<file path="config.mk">
export PLATFORM = sky130hd
export DESIGN_NAME = pong_game_ctrl_flat
export DESIGN_NICKNAME = d
export VERILOG_FILES = /design/src/rtl/pong_game_ctrl_pkg.sv /design/src/rtl/pong_game_ctrl_if.sv /design/src/rtl/pong_game_ctrl_serve_lfsr.sv /design/src/rtl/pong_game_ctrl.sv /design/src/flat_wrapper.sv
export SDC_FILE = /design/constraint.sdc
export NUM_CORES = 1
export LEC_CHECK = 0
export ABC_CLOCK_PERIOD_IN_PS = 2600
export CAP_MARGIN = 30
export CORE_MARGIN = 4
export CORE_UTILIZATION = 40
export CTS_BUF_LIST = sky130_fd_sc_hd__clkbuf_8
export DETAILED_ROUTE_END_ITERATION = 10
export GPL_TIMING_DRIVEN = 0
export HOLD_SLACK_MARGIN = 0.05
export SLEW_MARGIN = 15
export SYNTH_ARGS = -nofsm -noshare
export SYNTH_HDL_FRONTEND = slang
export SYNTH_SLANG_ARGS = --single-unit
export TNS_END_PERCENT = 10
</file>
<file path="constraint.sdc">
create_clock -name clk -period 2.6 [get_ports clk]
set_input_delay 0.26 -clock clk [delete_from_list [all_inputs] [get_ports clk]]
set_output_delay 0.26 -clock clk [all_outputs]
set_load 0.01 [all_outputs]
</file>
<file path="src/rtl/pong_game_ctrl_pkg.sv">
// Shared types and constants for the Pong game sequencer and its serve-angle generator.
package pong_game_ctrl_pkg;

  typedef enum logic [2:0] {
    ST_IDLE  = 3'd0,
    ST_SERVE = 3'd1,
    ST_PLAY  = 3'd2,
    ST_POINT = 3'd3,
    ST_OVER  = 3'd4
  } state_t;

  // Screen centre the ball is reloaded to on every serve.
  localparam int CENTRE_X  = 31;
  localparam int CENTRE_Y  = 31;
  localparam int ANGLE_MAX = 45;
  localparam int ANGLE_MIN = -45;

endpackage

</file>
<file path="src/rtl/pong_game_ctrl_if.sv">
// Game-control bus between the frame/collision logic (master) and the sequencer (slave).
interface pong_game_ctrl_if #(
  parameter int SCORE_W = 4,
  parameter int ANGLE_W = 7
);

  logic                      start;
  logic                      frame_tick;
  logic                      miss_left;
  logic                      miss_right;
  logic                      ball_load;
  logic                      ball_en;
  logic signed [ANGLE_W-1:0] theta_o;
  logic                      serve_dir;
  logic        [SCORE_W-1:0] score_l;
  logic        [SCORE_W-1:0] score_r;
  logic                      game_over;
  logic        [2:0]         state_o;

  modport master (
    output start, frame_tick, miss_left, miss_right,
    input  ball_load, ball_en, theta_o, serve_dir, score_l, score_r, game_over, state_o
  );

  modport slave (
    input  start, frame_tick, miss_left, miss_right,
    output ball_load, ball_en, theta_o, serve_dir, score_l, score_r, game_over, state_o
  );

endinterface

</file>
<file path="src/rtl/pong_game_ctrl_serve_lfsr.sv">
// Free-running 16-bit Fibonacci LFSR (taps 16,14,13,11) mapped to a non-zero serve angle in [-45,+45].
module serve_lfsr
  import pong_game_ctrl_pkg::*;
#(
  parameter int          ANGLE_W   = 7,
  parameter logic [15:0] LFSR_SEED = 16'hACE1
) (
  input  logic                      clk,
  input  logic                      reset,
  input  logic                      load,
  output logic signed [ANGLE_W-1:0] theta
);

  logic [15:0] lfsr;
  logic        fb;

  // Magnitudes 46..63 fold down by 32 so the distribution stays inside the angle limit.
  function automatic logic signed [ANGLE_W-1:0] angle_map(input logic [6:0] bits);
    logic        [5:0]         mag;
    logic signed [ANGLE_W-1:0] s;
    mag = bits[5:0];
    if (mag > 6'(ANGLE_MAX)) mag = mag - 6'd32;
    if (mag == 6'd0)         mag = 6'd1;
    s = ANGLE_W'(mag);
    return bits[6] ? -s : s;
  endfunction

  assign fb = lfsr[15] ^ lfsr[13] ^ lfsr[12] ^ lfsr[10];

  always_ff @(posedge clk or negedge reset) begin
    if (!reset) begin
      lfsr  <= LFSR_SEED;
      theta <= ANGLE_W'(1);
    end else begin
      lfsr <= {lfsr[14:0], fb};
      if (load) theta <= angle_map(lfsr[6:0]);
    end
  end

endmodule

</file>
<file path="src/rtl/pong_game_ctrl.sv">
// Pong match sequencer: serve, play, point pause and match end, with both score counters.
module pong_game_ctrl
  import pong_game_ctrl_pkg::*;
#(
  parameter int          SCORE_W      = 4,
  parameter int          WIN_SCORE    = 11,
  parameter int          PAUSE_FRAMES = 60,
  parameter int          ANGLE_W      = 7,
  parameter logic [15:0] LFSR_SEED    = 16'hACE1
) (
  input  logic                  clk,
  input  logic                  reset,
  pong_game_ctrl_if.slave       bus
);

  localparam int                 CNT_W    = $clog2(PAUSE_FRAMES + 1);
  localparam logic [CNT_W-1:0]   CNT_LOAD = CNT_W'(PAUSE_FRAMES - 1);
  localparam logic [SCORE_W-1:0] WIN      = SCORE_W'(WIN_SCORE);

  state_t             state_q, state_d;
  logic [SCORE_W-1:0] score_l_q, score_l_d;
  logic [SCORE_W-1:0] score_r_q, score_r_d;
  logic               dir_q, dir_d;
  logic [CNT_W-1:0]   cnt_q, cnt_d;
  logic signed [ANGLE_W-1:0] theta;
  logic               serve_entry;

  always_ff @(posedge clk or negedge reset) begin
    if (!reset) begin
      state_q   <= ST_IDLE;
      score_l_q <= '0;
      score_r_q <= '0;
      dir_q     <= 1'b0;
      cnt_q     <= '0;
    end else begin
      state_q   <= state_d;
      score_l_q <= score_l_d;
      score_r_q <= score_r_d;
      dir_q     <= dir_d;
      cnt_q     <= cnt_d;
    end
  end

  always_comb begin
    state_d   = state_q;
    score_l_d = score_l_q;
    score_r_d = score_r_q;
    dir_d     = dir_q;
    cnt_d     = cnt_q;
    unique case (state_q)
      ST_IDLE, ST_OVER: begin
        if (bus.start) begin
          score_l_d = '0;
          score_r_d = '0;
          state_d   = ST_SERVE;
        end
      end
      ST_SERVE: state_d = ST_PLAY;
      ST_PLAY: begin
        // A simultaneous miss on both edges is a let: nobody scores, the server swaps.
        if (bus.miss_left && bus.miss_right) begin
          dir_d   = ~dir_q;
          cnt_d   = CNT_LOAD;
          state_d = ST_POINT;
        end else if (bus.miss_right) begin
          score_l_d = score_l_q + 1'b1;
          dir_d     = 1'b1;
          cnt_d     = CNT_LOAD;
          state_d   = (score_l_d == WIN) ? ST_OVER : ST_POINT;
        end else if (bus.miss_left) begin
          score_r_d = score_r_q + 1'b1;
          dir_d     = 1'b0;
          cnt_d     = CNT_LOAD;
          state_d   = (score_r_d == WIN) ? ST_OVER : ST_POINT;
        end
      end
      ST_POINT: begin
        if (bus.frame_tick) begin
          if (cnt_q == '0) state_d = ST_SERVE;
          else             cnt_d   = cnt_q - 1'b1;
        end
      end
      default: state_d = ST_IDLE;
    endcase
  end

  assign serve_entry = (state_d == ST_SERVE) && (state_q != ST_SERVE);

  serve_lfsr #(
    .ANGLE_W   (ANGLE_W),
    .LFSR_SEED (LFSR_SEED)
  ) u_serve_lfsr (
    .clk   (clk),
    .reset (reset),
    .load  (serve_entry),
    .theta (theta)
  );

  assign bus.ball_load = (state_q == ST_SERVE);
  assign bus.ball_en   = (state_q == ST_PLAY);
  assign bus.game_over = (state_q == ST_OVER);
  assign bus.state_o   = state_q;
  assign bus.theta_o   = theta;
  assign bus.serve_dir = dir_q;
  assign bus.score_l   = score_l_q;
  assign bus.score_r   = score_r_q;

endmodule
</file>
<file path="src/flat_wrapper.sv">
// flat-port wrapper written by rule: the top's interface ports become plain ports
module pong_game_ctrl_flat import pong_game_ctrl_pkg::*;
#(
  parameter int          SCORE_W      = 4,
  parameter int          WIN_SCORE    = 11,
  parameter int          PAUSE_FRAMES = 60,
  parameter int          ANGLE_W      = 7,
  parameter logic [15:0] LFSR_SEED    = 16'hACE1
)
  (clk, reset, bus_start, bus_frame_tick, bus_miss_left, bus_miss_right, bus_ball_load, bus_ball_en, bus_theta_o, bus_serve_dir, bus_score_l, bus_score_r, bus_game_over, bus_state_o);
  pong_game_ctrl_if #(.SCORE_W(SCORE_W), .ANGLE_W(ANGLE_W)) bus_i ();
  input  logic clk;
  input  logic reset;
  input wire logic [$bits(bus_i.start)-1:0] bus_start;
  input wire logic [$bits(bus_i.frame_tick)-1:0] bus_frame_tick;
  input wire logic [$bits(bus_i.miss_left)-1:0] bus_miss_left;
  input wire logic [$bits(bus_i.miss_right)-1:0] bus_miss_right;
  output wire logic [$bits(bus_i.ball_load)-1:0] bus_ball_load;
  output wire logic [$bits(bus_i.ball_en)-1:0] bus_ball_en;
  output wire logic [$bits(bus_i.theta_o)-1:0] bus_theta_o;
  output wire logic [$bits(bus_i.serve_dir)-1:0] bus_serve_dir;
  output wire logic [$bits(bus_i.score_l)-1:0] bus_score_l;
  output wire logic [$bits(bus_i.score_r)-1:0] bus_score_r;
  output wire logic [$bits(bus_i.game_over)-1:0] bus_game_over;
  output wire logic [$bits(bus_i.state_o)-1:0] bus_state_o;
  assign bus_i.start = bus_start;
  assign bus_i.frame_tick = bus_frame_tick;
  assign bus_i.miss_left = bus_miss_left;
  assign bus_i.miss_right = bus_miss_right;
  assign bus_ball_load = bus_i.ball_load;
  assign bus_ball_en = bus_i.ball_en;
  assign bus_theta_o = bus_i.theta_o;
  assign bus_serve_dir = bus_i.serve_dir;
  assign bus_score_l = bus_i.score_l;
  assign bus_score_r = bus_i.score_r;
  assign bus_game_over = bus_i.game_over;
  assign bus_state_o = bus_i.state_o;
  pong_game_ctrl #(.SCORE_W(SCORE_W), .WIN_SCORE(WIN_SCORE), .PAUSE_FRAMES(PAUSE_FRAMES), .ANGLE_W(ANGLE_W), .LFSR_SEED(LFSR_SEED)) u_core (.clk(clk), .reset(reset), .bus(bus_i));
endmodule
</file>
==> results.json, run 1 <==
{
  "run_status": "finished, final reports clean",
  "met2_length_um": 1850,
  "cts_inserted_buffers": 5,
  "r2r-start": "u_core.cnt_q[0]",
  "path_clk_slew_ns": 0.08,
  "max_slew_margin": 0.574,
  "yosysWarnings": 0,
  "first_pass_iters": 4,
  "rsz0062_at_grt": "no",
  "vias": 1404,
  "synth_nets": 186,
  "cpPeakStageDelay_ns": 0.52,
  "crit_arrival_ns": 2.58,
  "grt_pass1_wl_um": 6580,
  "wl_met1_um": 1660,
  "htreeDepth": 2,
  "timing.final.hold_violations": 0,
  "fillers": 388,
  "initial_core_util": 0.426,
  "crit_path_max_fanout": 7,
  "async_reset_ff_frac": 1.00,
  "tritoncts": "yes",
  "ir_drop_mv": 0.465,
  "synth.yosys.seq_area_share": 0.544,
  "synth-edff-count": 0,
  "top_layer_used": "met4",
  "wl_met3_um": 164,
  "syn_inst": 174,
  "grt.total_usage": 0.136,
  "drive_gt1_frac": 0.137,
  "die-width_um": 77.0,
  "gp_congestion": 0.751,
  "io_buffers": 27,
  "antenna_found_initial": 0,
  "regToRegEndpoint": "u_core.u_serve_lfsr.theta[6]",
  "synthFlopType": "dfrtp_1",
  "avgSynthCellArea_um2": 11.0,
  "dpl.hpwl_um": 2660,
  "rows": 24,
  "core_mm2": 0.00447,
  "critical_path_class": "register to register",
  "finalCritPeriodShare": 0.927,
  "critPathRequiredTime_ns": 2.77,
  "fmax_ghz": 0.415,
  "dieArea_mm2": 0.00593,
  "synth_area_mm2": 0.00191,
  "max_cap_viol_count": 0,
  "grt_pass1_vias": 1457,
  "place_inst": 254,
  "cts_sinks": 41,
  "io_pins": 28,
  "grt_max_degree": 36,
  "final_cells": 263,
  "r2r_slack_ns": 0.19,
  "cts_setup_buffers": 0,
  "synth_seq_cells": 41,
  "critPathCaptureType": "register",
  "synth_cell_types": 41,
  "grt_overflow_total": 0,
  "drt_iter0_markers": 106,
  "via_per_inst": 5.34,
  "wire_per_inst_um": 14.1,
  "drc_errors": 0,
  "leakage_uw": 0.00101,
  "tns_ns": 0,
  "drt_wl_total_um": 3710,
  "clock-root-buffer": "clkbuf_8",
  "setup_violations": 0,
  "clkLatencyLatePin_ns": 0.28,
  "reg2reg_depth": 7,
  "syn_to_final_growth_pct": 25.0,
  "nNetsFinal": 222,
  "fin_skew_ns": 0.00949,
  "slowest_stage": "a2111oi_4",
  "hold_class": "input port to asynchronous set/reset pin",
  "setup.worst_path.start_class": "register",
  "finalMaxSlewViolations": 0,
  "final_antenna_net_count": 0,
  "powerDensity_mw_per_mm2": 814,
  "die_h_um": 77.0,
  "period_minus_slack_ns": 2.41,
  "diodes": 0,
  "worstMarginPinSlew_ns": 0.639,
  "crit_chain": "inv_1 > ha_1 > or3b_1 > nor3_1 > a21oi_1 > a2111oi_4 > mux2_2",
  "clockBufferDepth": 2
}
critical path, delay by kind of cell (launching register included):
family / cells / cell delay, ns
buffers and inverters: 1 / 0.10
AO/OA/AOI/OAI: 2 / 0.66
multiplexers: 1 / 0.41
adder cells (fa/ha/maj): 1 / 0.17
flip-flops: 1 / 0.41
AND/OR/NAND/NOR: 2 / 0.54
layout by cell type (no fill, tap or decap), types with 7 or more instances in the layout:
cell type	n
a21oi_1	7
clkdlybuf4s50_1	26
dfrtp_1	32
dfstp_2	9
inv_1	14
nand2_1	13
nor2_1	12
o21ai_0	17
cells by family after synthesis:
kind of cell	Yosys count	share of synthesized area
AOI/OAI and AO/OA	39	0.134
xor gates and xnor gates	11	0.0545
adders and majority gates	6	0.0394
buffers and inverters	14	0.0276
DFF	41	0.544
muxes	7	0.0394
and+or+nand+nor	56	0.161
synthesized netlist by cell type (2+ instances only):
cell type / number / area [um2]
dfrtp_1: 32 / 801
o21ai_0: 17 / 85.1
inv_1: 13 / 48.8
nand2_1: 13 / 48.8
nor2_1: 12 / 45.0
dfstp_2: 9 / 236
a21oi_1: 7 / 35.0
ha_1: 6 / 75.1
nor3_1: 6 / 30.0
xnor2_1: 6 / 52.6
nand3_1: 5 / 25.0
and2_1: 4 / 25.0
mux2_2: 4 / 45.0
xor2_1: 4 / 35.0
a31oi_1: 3 / 18.8
mux2i_1: 3 / 30.0
nand2b_1: 2 / 12.5
nand3b_1: 2 / 15.0
nor2b_1: 2 / 12.5
nor4b_1: 2 / 17.5
o31ai_1: 2 / 15.0
worst max path at each step:
| stage | from | end | slack (ns) | depth (start not counted) |
|---|---|---|---|---|
| 5_1_grt | u_core.cnt_q[0] | u_core.u_serve_lfsr.theta[6] | 0.05 | 7 |
| 3_3_place_gp | u_core.cnt_q[0] | u_core.u_serve_lfsr.theta[6] | 0.21 | 7 |
| 2_1_floorplan | u_core.bus.score_l[0] | u_core.u_serve_lfsr.theta[1] | 0.44 | 5 |
| 6_report | u_core.cnt_q[0] | u_core.u_serve_lfsr.theta[6] | 0.19 | 7 |
| 3_5_place_dp | u_core.cnt_q[0] | u_core.u_serve_lfsr.theta[6] | 0.19 | 7 |
| 4_1_cts | u_core.cnt_q[0] | u_core.u_serve_lfsr.theta[6] | 0.18 | 7 |
registers in the layout, indices dropped and copies added (netlist names):
name / count
u_core.u_serve_lfsr.theta: 7
u_core.bus.state_o: 3
u_core.u_serve_lfsr.lfsr: 16
u_core.bus.serve_dir: 1
u_core.bus.score_l: 4
u_core.cnt_q: 6
u_core.bus.score_r: 4
per-layer routing:
layer	global-route usage	vias to the layer above
li1	-	684
met1	0.167	688
met2	0.231	28
met3	0.0316	4
met4	0.0534	0
met5	0	-
cell type report:
class	instances	area, um2	share of cell area
flip-flops and latches	41	1040	0.435
multi-input cells	119	816	0.342
repair buffers	29	295	0.124
clock buffers	6	82.6	0.0347
well taps	52	65.1	0.0273
inverters	14	52.6	0.0221
clock inverters	2	33.8	0.0142
metrics by stage:
stage	instance area [um2]	hold slack, ns	utilization	total power (uW)	setup slack [ns]
finish	2380	0.341	0.532	1940	0.191
global route	2380	0.346	0.532	2070	0.0516
floorplan	1910	-0.0356	-	1180	0.444
global placement	2240	0.342	0.501	1410	0.208
detailed placement	2260	0.113	0.504	1440	0.189
CTS	2380	0.340	0.532	1970	0.177
power by group:
part | leakage (uW) | switching (uW) | total, uW | internal [uW]
Clock | 0.0000626 | 206 | 515 | 309
Combinational | 0.000440 | 287 | 575 | 288
Sequential | 0.000503 | 123 | 849 | 726
Total | 0.00101 | 616 | 1940 | 1320
repair_timing:
| action | CTS | global route |
|---|---|---|
| hold endpoints to repair | 6 | 0 |
| hold buffers | 1 | 0 |
| resized for setup | 0 | 0 |
Note: power is estimated with default switching activity, not from simulation.
==> inputs of run 2 (changes only) <==
CAP_MARGIN = 20   (was 30)
==> results of run 2 <==
No change in the layout: final DEF, timing and power equal those of run 1.
==> inputs of run 3 (changes only) <==
SYNTH_HIERARCHICAL = 1   (was not set)
==> run 3 against run 2 <==
Compared with the run above:
- cell count up 10%
- setup slack improved by 0.22 ns
- global-route usage grew 1.0 points
- power shrank 1.1%
- largest power group unchanged
- critical endpoint is now u_core/u_serve_lfsr/theta[6]
- non-clock buffer count rose by 4
- maximum frequency grew 10%
- critical path depth stayed put
- area after synthesis rose by 6.3%
- cell area increased by 5.8%
- core utilization fell by 0.93 points
- clock-buffer cell count decreased by 1
- sequential share of layout area shrank 2.4 points
==> results.json, run 3 <==
{
  "worstMarginPinSlew_ns": 0.457,
  "critPathRequiredTime_ns": 2.78,
  "rows": 25,
  "syn_inst": 186,
  "diodes": 0,
  "core_mm2": 0.00482,
  "clock-root-buffer": "clkbuf_8",
  "largest_reg_flops": 16,
  "synth_seq_cells": 41,
  "synth_common_cells": "32 x dfrtp_1, 15 x nor2_1, 12 x a21oi_1, 12 x nand2_1",
  "hold_class": "register to register",
  "dieArea_mm2": 0.00627,
  "grt_overflow_total": 0,
  "io_buffers": 27,
  "finalMaxSlewViolations": 0,
  "gp_congestion": 0.815,
  "synth_top_area_frac": 0.395,
  "critPathCaptureType": "register",
  "syn_to_final_growth_pct": 24.4,
  "yosysWarnings": 6,
  "final_cells": 290,
  "tns_ns": 0,
  "first_pass_iters": 4,
  "drt_wl_total_um": 4100,
  "top_regs": "u_core/u_serve_lfsr/lfsr x16, u_core/u_serve_lfsr/theta x7, u_core/cnt_q x6",
  "place_ws_ns": 0.442,
  "async_reset_ff_frac": 1.00,
  "drt_iter0_markers": 82,
  "multi_input_area_um2": 936,
  "dpl.hpwl_um": 3030,
  "synth-edff-count": 0,
  "synth_most_common_cell": "dfrtp_1",
  "antenna_found_initial": 0,
  "synthFlopType": "dfrtp_1",
  "leakage_uw": 0.00106,
  "synth_area_mm2": 0.00203,
  "crit_arrival_ns": 2.37,
  "layout_common_cells": "32 x dfrtp_1, 26 x clkdlybuf4s50_1, 15 x nor2_1",
  "synth_cell_types": 51,
  "whs_ns": 0.350,
  "ys_top_cells_by_area": "dfrtp_1 40%, dfstp_2 12%, ha_1 4.3%",
  "met2_usage": 0.223,
  "period_minus_slack_ns": 2.19,
  "grt_pass1_vias": 1476,
  "fin_skew_ns": 0.00964,
  "grt_pass1_wl_um": 7130,
  "htreeDepth": 2,
  "layout_commonest_cell": "dfrtp_1",
  "finalCritPeriodShare": 0.841,
  "wire_per_inst_um": 14.1,
  "run_status": "finished, final reports clean",
  "place_inst": 281,
  "grt_busiest_layer": "met2",
  "drc_errors": 0,
  "rsz0062_at_grt": "no",
  "die_h_um": 79.2,
  "r2r_slack_ns": 0.41,
  "tritoncts": "yes",
  "synth.yosys.seq_area_share": 0.512,
  "regMostFlops": "u_core/u_serve_lfsr/lfsr",
  "grt_max_degree": 29,
  "fillers": 442,
  "final_antenna_net_count": 0,
  "via_per_inst": 5.18,
  "setup_violations": 0,
  "regArea_mm2": 0.00104,
  "powerDensity_mw_per_mm2": 761,
  "die-width_um": 79.2,
  "timing.final.hold_violations": 0,
  "fin_ws_ns": 0.413,
  "clkLatencyLatePin_ns": 0.30,
  "cts_sinks": 41,
  "synth_nets": 199,
  "clockBufferDepth": 2,
  "grtUsageMet3": 0.0454,
  "crit_path_max_fanout": 10,
  "grt.total_usage": 0.146,
  "ir_drop_mv": 0.318,
  "setup.worst_path.start_class": "register",
  "grt.met1_usage": 0.197,
  "critical_path_class": "register to register",
  "path_clk_slew_ns": 0.09,
  "io_pins": 28,
  "fmax_ghz": 0.457,
  "max_cap_viol_count": 0,
  "cts_inserted_buffers": 5,
  "nNetsFinal": 235,
  "max_slew_margin": 0.695,
  "vias": 1502,
  "avgSynthCellArea_um2": 10.9,
  "synth.largest_area_cell": "dfrtp_1",
  "initial_core_util": 0.421,
  "drive_gt1_frac": 0.139
}
==> run 3: metrics by stage <==
step	util	area [um2]	total power, uW
2_1_floorplan	-	2030	1170
3_3_place_gp	0.494	2380	1380
3_5_place_dp	0.497	2390	1420
4_1_cts	0.523	2520	1950
5_1_grt	0.523	2520	2060
6_report	0.523	2520	1920
==> run 3: layer usage <==
layer,vias up,share of wire
li1,750,-
met1,712,0.49
met2,34,0.45
met3,6,0.046
met4,0,0.013
met5,-,0
==> run 3: kinds of logic after synthesis <==
family,share of synthesized area
DFF,0.512
and+or+nand+nor,0.217
xor gates and xnor gates,0.0259
AOI/OAI and AO/OA,0.151
adders and majority gates,0.0432
muxes,0.0253
buffers and inverters,0.0259
==> run 3: layout make-up <==
class / instances / area share
Sequential cell: 41 / 0.412
Multi-Input combinational cell: 134 / 0.371
Timing Repair Buffer: 29 / 0.117
Tap cell: 67 / 0.0333
Clock buffer: 5 / 0.0273
Clock inverter: 3 / 0.0184
Buffer: 4 / 0.0104
Inverter: 7 / 0.0104
==> run 3: what timing repair did <==
item | 4_1_cts | 5_1_grt
endpoints found under the hold margin | 11 | 0
setup buffers | 0 | 0
hold buffers | 1 | 0
gates resized for setup | 0 | 0
==> run 3: report_power, final <==
group          total, uW  switching, uW  internal [uW]  leakage (uW)
clock network        517            229            287     0.0000543
registers            894            137            757      0.000500
logic                507            232            275      0.000506
==> run 3: worst paths after layout <==
path	from	end	depth (start not counted)
worst max-delay path	u_core/cnt_q[0]	u_core/u_serve_lfsr/theta[6]	7
worst min-delay path	u_core/u_serve_lfsr/lfsr[14]	u_core/u_serve_lfsr/lfsr[15]	0
worst max register to register	u_core/cnt_q[0]	u_core/u_serve_lfsr/theta[6]	7
worst min register to register	u_core/u_serve_lfsr/lfsr[14]	u_core/u_serve_lfsr/lfsr[15]	0
max in group asynchronous	reset	u_core/u_serve_lfsr/lfsr[0]	3
min in group asynchronous	reset	u_core/cnt_q[3]	2
==> run 3: critical path, stage by stage, from the launching register on <==
cell      delay (ns)
dfrtp_1         0.42
inv_1           0.10
ha_1            0.15
nor3b_4         0.25
nand2_1         0.11
o31ai_1         0.25
clkbuf_1        0.40
mux2_2          0.39
==> RTL change: new RTL, settings of run 1 <==
`WIN_SCORE` is set to 11 in 2 places; all go to 5.
--- a/src/rtl/pong_game_ctrl.sv
+++ b/src/rtl/pong_game_ctrl.sv
@@ -4,5 +4,5 @@
 #(
   parameter int          SCORE_W      = 4,
-  parameter int          WIN_SCORE    = 11,
+  parameter int          WIN_SCORE    = 5,
   parameter int          PAUSE_FRAMES = 60,
   parameter int          ANGLE_W      = 7,
--- a/src/flat_wrapper.sv
+++ b/src/flat_wrapper.sv
@@ -3,5 +3,5 @@
 #(
   parameter int          SCORE_W      = 4,
-  parameter int          WIN_SCORE    = 11,
+  parameter int          WIN_SCORE    = 5,
   parameter int          PAUSE_FRAMES = 60,
   parameter int          ANGLE_W      = 7,
Formal check against the unedited RTL: same outputs for any inputs over 10 cycles, from zero or initial values and one cycle with reset low; that may be too few to reach the edited logic, so the function may still have changed.
==> RTL change against run 1 <==
  * Synthesized area grew 0.39%
  * Worst hold slack gained 0.023 ns
  * Count of clock-buffer cells in the layout shrank 1
  * Highest routed layer unchanged
  * Critical endpoint is now bus_ball_en
  * Power grew 8.0%
  * Critical path depth shrank 4
  * Utilization shrank 0.22 points
  * Wire length grew 5.7%
  * Setup slack gained 0.34 ns
  * Sequential cell count is the same
  * Final area grew 0.26%
==> RTL change: results <==
group,metric,value,unit
outcome,status,"completed",
placed_design,place_inst,257,
placed_design,dp_hpwl,2836,um
timing,relSlewSlack,0.6851,
logic_synthesis,synth_area_leaders,"dfrtp_1 42%, dfstp_2 12%, ha_1 3.9%",
cells_and_area,drive_gt1_frac,0.1402,
global_route,grt_pass1_wl,6741,um
timing,hold_ws,0.3642,ns
setup_path,critPathMaxStageDelay,0.61,ns
logic_synthesis,synthTopCellsByCount,"32 x dfrtp_1, 15 x o21ai_0, 14 x inv_1, 12 x nand2_1",
global_route,groute.usage.overall,0.1423,
cells_and_area,finalNonFillerCells,266,
power,total_leakage_power,0.9998,nW
placed_design,gp_congestion,0.7844,
route,drtIter0Drc,134,
global_route,grt_max_degree,28,
route,wire_per_inst,14.75,um
route,drt-vias-per-instance,5.474,
logic_synthesis,synth_cell_type_count,46,
setup_path,r2r_slack,0.76,ns
cells_and_area,fillCellCount,403,
logic_synthesis,syn-num-nets,189,
setup_path,critical-path-slowest-cell,"clkdlybuf4s50_1",
cells_and_area,nets,225,
logic_synthesis,yosysSeqAreaShare,0.5422,
power,seq_power_share,0.403,
logic_synthesis,synth_cells,177,
## RTL change: cell types whose count changed in the layout (fill, tap and decap cells not counted), sizes merged, moves of 3 or more
cell,delta
nor2,-7
a31o,+3
nor3b,+4
mux2,-3
a31oi,+3
nand3,+3
## RTL change: kinds of logic (layout without fill, tap and decap cells)
| family | count (synthesis) | in the layout | synth area share |
|---|---|---|---|
| adders and majority gates | 6 | 6 | 0.03924 |
| buffers and inverters | 19 | 56 | 0.04120 |
| muxes | 5 | 5 | 0.02682 |
| AOI/OAI and AO/OA | 43 | 43 | 0.1452 |
| xor gates and xnor gates | 7 | 7 | 0.03205 |
| DFF | 41 | 41 | 0.5422 |
| and+or+nand+nor | 56 | 56 | 0.1733 |
## RTL change: power groups by stage
stage	clock network, mW	registers, mW	logic, mW
3_5_place_dp	0	0.856	0.737
2_1_floorplan	0	0.882	0.378
3_3_place_gp	0	0.848	0.706
5_1_grt	0.575	0.868	0.815
6_report	0.514	0.845	0.735
4_1_cts	0.539	0.845	0.748
## RTL change: area by class of cell
class                           count  area, um^2  share of cell area
Multi-Input combinational cell    117       797.0              0.3337
Timing Repair Buffer               29       295.3              0.1236
Sequential cell                    41        1037              0.4343
Clock inverter                      3       46.29             0.01938
Clock buffer                        5       68.82             0.02881
Inverter                           14       52.55             0.02200
Tap cell                           52       65.06             0.02724
Buffer                              5       26.28             0.01100
## RTL change: path summary, 6_finish.rpt
check                                                              end                                   start  cells past startpoint
max in group asynchronous       u_core.u_serve_lfsr.lfsr[15]$_DFF_PN1_                                   reset                      3
worst min-delay path            u_core.u_serve_lfsr.lfsr[15]$_DFF_PN1_  u_core.u_serve_lfsr.lfsr[14]$_DFF_PN0_                      0
min in group asynchronous            u_core.bus.score_r[2]$_DFFE_PN0P_                                   reset                      2
worst max-delay path                                       bus_ball_en         u_core.bus.state_o[0]$_DFF_PN0_                      3
worst min register to register  u_core.u_serve_lfsr.lfsr[15]$_DFF_PN1_  u_core.u_serve_lfsr.lfsr[14]$_DFF_PN0_                      0
worst max register to register         u_core.bus.state_o[1]$_DFF_PN0_         u_core.bus.state_o[0]$_DFF_PN0_                      5
## RTL change: routing by layer
layer,global-route usage,wire length [um],vias to the layer above
met3,0.03981,204,7
met2,0.2340,1895,37
li1,-,-,703
met1,0.1725,1757,709
met4,0.06406,65,0
met5,0,0,-
## RTL change: per-stage QoR
| stage | instance area [um^2] | setup slack, ns |
|---|---|---|
| global placement | 2248 | 0.2824 |
| global route | 2389 | 0.4369 |
| floorplan | 1913 | 0.8948 |
| finish | 2389 | 0.5323 |
| detailed placement | 2263 | 0.6236 |
| CTS | 2389 | 0.5037 |
